===== src/rtl/sipo_ctrl.sv =====
// Sequencing controller for a WIDTH-bit SIPO shift chain: clear, WIDTH shifts, capture, valid/ready hand-off.
// Optional sticky overrun flag enabled by defining SIPO_CTRL_OVERRUN_EN.
//
// state   | meaning
// IDLE    | waiting for start
// CLR     | one cycle clearing the shift chain, bit counter loads 0
// SHIFT   | chain shifts one bit per cycle, WIDTH cycles total
// CAPTURE | parallel chain outputs latched into data_out at end of cycle
// HOLD    | word offered downstream until data_ready
module sipo_ctrl #(
    parameter int WIDTH = 8
) (
    input  logic             clk,
    input  logic             clear,
    input  logic             start,
    output logic             busy,
    output logic             sipo_clear_n,
    output logic             sipo_shift_en,
    input  logic [WIDTH-1:0] sipo_q,
    output logic [WIDTH-1:0] data_out,
    output logic             data_valid,
    input  logic             data_ready,
    output logic             overrun
);

    localparam int             CW   = (WIDTH > 1) ? $clog2(WIDTH) : 1;
    localparam logic [CW-1:0]  LAST = CW'(WIDTH - 1);

    typedef enum logic [2:0] {
        IDLE,
        CLR,
        SHIFT,
        CAPTURE,
        HOLD
    } state_t;

    state_t        state, state_nxt;
    logic [CW-1:0] bit_cnt, bit_cnt_nxt;

    always_ff @(posedge clk) begin
        if (clear) begin
            state    <= IDLE;
            bit_cnt  <= '0;
            data_out <= '0;
        end else begin
            state   <= state_nxt;
            bit_cnt <= bit_cnt_nxt;
            if (state == CAPTURE) begin
                data_out <= sipo_q;
            end
        end
    end

    always_comb begin
        state_nxt     = state;
        bit_cnt_nxt   = bit_cnt;
        busy          = 1'b1;
        sipo_clear_n  = 1'b1;
        sipo_shift_en = 1'b0;
        data_valid    = 1'b0;
        case (state)
            IDLE: begin
                busy = 1'b0;
                if (start) begin
                    state_nxt = CLR;
                end
            end
            CLR: begin
                sipo_clear_n = 1'b0;
                bit_cnt_nxt  = '0;
                state_nxt    = SHIFT;
            end
            SHIFT: begin
                sipo_shift_en = 1'b1;
                // counter parks at LAST instead of wrapping
                if (bit_cnt == LAST) begin
                    state_nxt = CAPTURE;
                end else begin
                    bit_cnt_nxt = bit_cnt + 1'b1;
                end
            end
            CAPTURE: begin
                state_nxt = HOLD;
            end
            HOLD: begin
                data_valid = 1'b1;
                if (data_ready) begin
                    state_nxt = start ? CLR : IDLE;
                end
            end
            default: begin
                state_nxt = IDLE;
            end
        endcase
    end

`ifdef SIPO_CTRL_OVERRUN_EN
    logic overrun_q;
    logic start_ignored;

    // a start that cannot be honoured by the sequencer
    assign start_ignored = start && ((state == CLR) || (state == SHIFT) || (state == CAPTURE) ||
                                     ((state == HOLD) && !data_ready));

    always_ff @(posedge clk) begin
        if (clear) begin
            overrun_q <= 1'b0;
        end else if (start_ignored) begin
            overrun_q <= 1'b1;
        end
    end

    assign overrun = overrun_q;
`else
    assign overrun = 1'b0;
`endif

endmodule


===== config.mk =====
export PLATFORM = sky130hd
export DESIGN_NAME = sipo_ctrl
export DESIGN_NICKNAME = d
export VERILOG_FILES = /design/src/rtl/sipo_ctrl.sv
export SDC_FILE = /design/constraint.sdc
export NUM_CORES = 1
export LEC_CHECK = 0
export ABC_CLOCK_PERIOD_IN_PS = 5500
export CAP_MARGIN = 20
export CORE_MARGIN = 2
export CORE_UTILIZATION = 25
export CTS_BUF_LIST = sky130_fd_sc_hd__clkbuf_8
export DETAILED_ROUTE_END_ITERATION = 8
export GPL_TIMING_DRIVEN = 0
export REMOVE_ABC_BUFFERS = 1
export SLEW_MARGIN = 20
export SYNTH_ARGS = -nofsm -noshare
export SYNTH_HDL_FRONTEND = slang
export SYNTH_SLANG_ARGS = --single-unit

===== constraint.sdc =====
create_clock -name clk -period 5.5 [get_ports clk]
set_clock_uncertainty 0.1 [all_clocks]
set_input_delay 1.1 -clock clk [delete_from_list [all_inputs] [get_ports clk]]
set_output_delay 1.1 -clock clk [all_outputs]
set_load 0.01 [all_outputs]

### After elaboration in Yosys (flattened, before gate mapping)

Cells that the tools add are included.

* mux-type cells: 11
* equal/unequal tests: 9
* add/sub/neg operators: 1
* reductions and logical operators: 4

Operator list (number)
* $pmux W3 S5: 1
* $mux W3: 4
* $ne A2 B2 Y1 const B: 4
* $eq A3 B2 Y1 const B: 2
* $eq A3 B3 Y1 const B: 2
* $pmux W3 S2: 1
* $mux W1: 5
* $add A3 B1 Y3 const B: 1
* $eq A3 B1 Y1 const B: 1
* $logic_not A3 Y1: 1
* $reduce_and A3 Y1: 1
* $reduce_and A2 Y1: 1
* $reduce_bool A2 Y1: 1

* register bits: 14
* input bits: 12
* output and inout bits: 13
* word-level logic and storage cells: 28

### Logic depth before layout (Yosys ltp)

Gate-level depths: netlist (run 1).

* word-level depth: 3
* depth in mapped cells: 5
* depth with buffers taken out: 5

### Worst setup path before layout (run 1)

Ideal clock, no wire load.

* kind: reg2out
* start point: register state[0]
* end point: output sipo_shift_en
* slack: 3.353 ns
* data required time: 4.300 ns
* stages on the path, launching flop included: 4
* data arrival time: 0.947 ns
* path through: dfxtp_1 -> buf_6 -> clkbuf_1 -> nor3b_1

* cells in the longest elaborated chain, start to end: 2

RTL lines
* start, declared: RTL line 37 `state_t state, state_nxt;`
* start signal, assigned: RTL line 46 `state <= state_nxt;`
* $eq A3 B2 Y1: RTL line 61 `case (state)`
* $mux W1: RTL line 61
* end, declared: RTL line 18 `output logic sipo_shift_en,`

No other way between the ends.

### Worst setup path in the final report (run 1)

* start point: register state[0]
* end point: output sipo_clear_n

* cells in the longest elaborated chain, start to end: 2

RTL lines
* $eq A3 B1 Y1: RTL line 61
* $mux W1: RTL line 61
* end, declared: RTL line 17 `output logic sipo_clear_n,`

No other way between the ends.

==> results of run 1 <==
[path summary, 6_finish.rpt]
kind / cells after the start / start / to
hold reg to reg: 2 / data_out[6]$_SDFFE_PP0N_ / data_out[6]$_SDFFE_PP0N_
hold / removal: 2 / data_out[6]$_SDFFE_PP0N_ / data_out[6]$_SDFFE_PP0N_
setup / recovery: 2 / state[0]$_SDFFE_PP0P_ / sipo_clear_n
setup reg to reg: 3 / state[1]$_SDFFE_PP0P_ / bit_cnt[0]$_SDFFE_PP0P_
[cell families after synthesis]
| group | count (synthesis) |
|---|---|
| muxes | 2 |
| adders and majority gates | 2 |
| xor gates and xnor gates | 1 |
| other | 1 |
| AOI/OAI and AO/OA | 13 |
| buffers and inverters | 7 |
| and+or+nand+nor | 32 |
| DFF | 14 |
[state kept, by name, indices dropped and copies added, names as in the netlist]
name      flops
state         3
bit_cnt       3
data_out      8
[metrics by stage]
step	setup slack, ps	util (%)	instances
3_3_place_gp	2605	35.42	118
5_1_grt	2274	37.67	122
3_5_place_dp	2614	35.42	118
4_1_cts	2339	37.67	122
6_report	2365	37.67	122
2_1_floorplan	3217	-	65
[cells in the final DEF, fill, tap and decap left out, types with 3 or more instances in the layout]
master / count
clkdlybuf4s50_1: 23
dfxtp_1: 14
nand3_1: 8
nand2_1: 8
a21oi_1: 8
clkbuf_8: 4
nor3_1: 3
[worst min-delay path: stages (launching register included)]
cell     delay [ps]
dfxtp_1         310
nand2_1          50
a21oi_1          50
[layer usage]
| layer | wire length [µm] | track usage, % |
|---|---|---|
| met1 | 602 | 10.91 |
| met2 | 638 | 17.86 |
| met3 | 100 | 3.005 |
| met4 | 11 | 7.500 |
| met5 | 0 | 0 |
[final cells by class]
cell class / instances / area (µm²) / area share, %
clock buffers: 4 / 55.05 / 5.954
well taps: 30 / 37.54 / 4.060
flip-flops and latches: 14 / 280.3 / 30.31
multi-input cells: 51 / 321.6 / 34.78
repair buffers: 23 / 230.2 / 24.90
[where the power goes]
group / internal [mW] / switching (mW) / total, mW
Combinational: 0.0250 / 0.0156 / 0.0406
Sequential: 0.106 / 0.00792 / 0.113
Clock: 0.0634 / 0.0364 / 0.0998
Total: 0.194 / 0.0600 / 0.254
==> impl_results.md, run 1 <==
* Slowest stage delay, CP at 690 ps
* Via count at 567
* Die height at 54.67 µm
* Reg2reg setup slack at 3440 ps
* Clock latency on the worst-skew pair at 240 ps
* Synth warn at 0
* CP delay by family, top: flip-flops
* Final layout net count at 107
* RSZ-0062 raised after global routing: false
* Hold Vio Cnt, Final at 0
* Status: finished, final reports clean
* Top post-synthesis cells by area: dfxtp_1 44%, a21oi_1 6.2%, nand3_1 6.2%
* WHS at 353.5 ps
* Hold buffer count at CTS at 0
* Power Total at 253.8 µW
* Fraction of layout cells with a size suffix above 1 at 6.522%
* Fin crit share at 57.00%
* Synth cell count leaders: 14 x dfxtp_1, 8 x a21oi_1, 8 x nand2_1, 8 x nand3_1
* Fmax at 0.3190 GHz
* Max-cap violations at 0
* Number of gates resized after cts at 0
* Avg Cell Area, Syn at 8.915 µm²
* Yosys top cell area share at 43.66%
* Largest net degree at the start of global routing at 20
* WP data arrival at 1930 ps
* Synthesized instance count at 72
* Synth area leader: dfxtp_1
* H-tree lvl count at 1
* Grt ovf at 0
* Multiplexer area fraction after synthesis at 3.899%
* EDFF count, synth at 0
* Full die area at 2989 µm²
* Kind of critical path: register to output port
* Fillcell total at 260
* Worst path slowest cell: dfxtp_1
* TritonCTS clock tree: yes
* Layout area overhead at 44.05%
* Ys flop type: dfxtp_1
* Final Max Tran Viols at 0
* Largest family of logic cells by synthesized area: simple AND/OR/NAND/NOR gates
* Cell Pwr Density at 274.5 nW/µm²
* Setup TNS at 0 ps
* Post-synthesis cell type count at 28
* Crit end category: output port
* Worst-path fanout max at 19
* Inserted Clock Buffers at 3
* Post-CTS Setup Bufs at 0
* Initial Util at 26.15%
* I/O Pins at 25
* Setup Viol. Count Final at 0
* Clk pin slew, worst setup/hold paths at 60 ps
* Maximum vdd drop at 0.1048 mV
* Ant diodes at 0
* First-pass GRT wire length at 2173 µm
* Hold Path Class: register to register
* Cell area after synthesis at 641.9 µm²
* Hpwl dp at 943 µm
* Placed Area at 869.6 µm²
* Initial antenna violation count at 0
* PortBufs at 23
* Synth Area in Adders at 3.899%
* Leak at 0.3258 nW
* Asr flop ratio synth at 0%
* Bufs on Longest Clock Path at 2
* Vias in the first global route at 531
* DRT iter0 DRCs at 5
* DR WL/cell at 11.09 µm
* Clock sink total at 14
* Post-Synth Simple-Gate Area at 27.68%
* Final Cell Area at 924.6 µm²
* Core Area at 2455 µm²
* Relative slew margins at 47.38%
* Die X at 54.67 µm
* Post-Route WL at 1353 µm
* Via/cell ratio at 4.648
* Post-synthesis xor/xnor area fraction at 1.365%
* Final worst path period need at 3135 ps
* Synth Register Bits at 14
* Tightest Pin Transition at 787.7 ps
* Root Buffer: clkbuf_8
* Critical path cell sequence: or3b_2, clkdlybuf4s50_1
* GPL Wtd Cong at 0.7678
* # DRC at 0
* Pre-antenna DRT Iters at 2
* GRT Util Overall at 10.49%
* Post-synthesis compound-gate area fraction at 12.67%
* Post-route ant nets at 0
* Critical Path Start Type: register
* Critical Path RT at 4300 ps
* Most frequent cell after synthesis: dfxtp_1
* Register area share after synthesis at 43.66%
* WP buf/inv at 1
* Row cnt at 18
No activity file was read; power rests on OpenSTA's default activity.
==> inputs of run 2 (changes only) <==
ABC_CLOCK_PERIOD_IN_PS = 3000   (was 5500)
clock period = 3 ns   (was 5.5 ns; I/O delays follow)
==> results of run 2 <==
Same layout as run 1 (identical final DEF). Status: finished, final reports clean.
Main changes from that run: setup slack after placement 2614 ps -> 614.3 ps; setup slack after layout 2365 ps -> 365.1 ps; register-to-register setup slack 3440 ps -> 940 ps; total power 0.2538 mW -> 0.4654 mW; worst IR drop on VDD 0.1048 mV -> 0.1921 mV
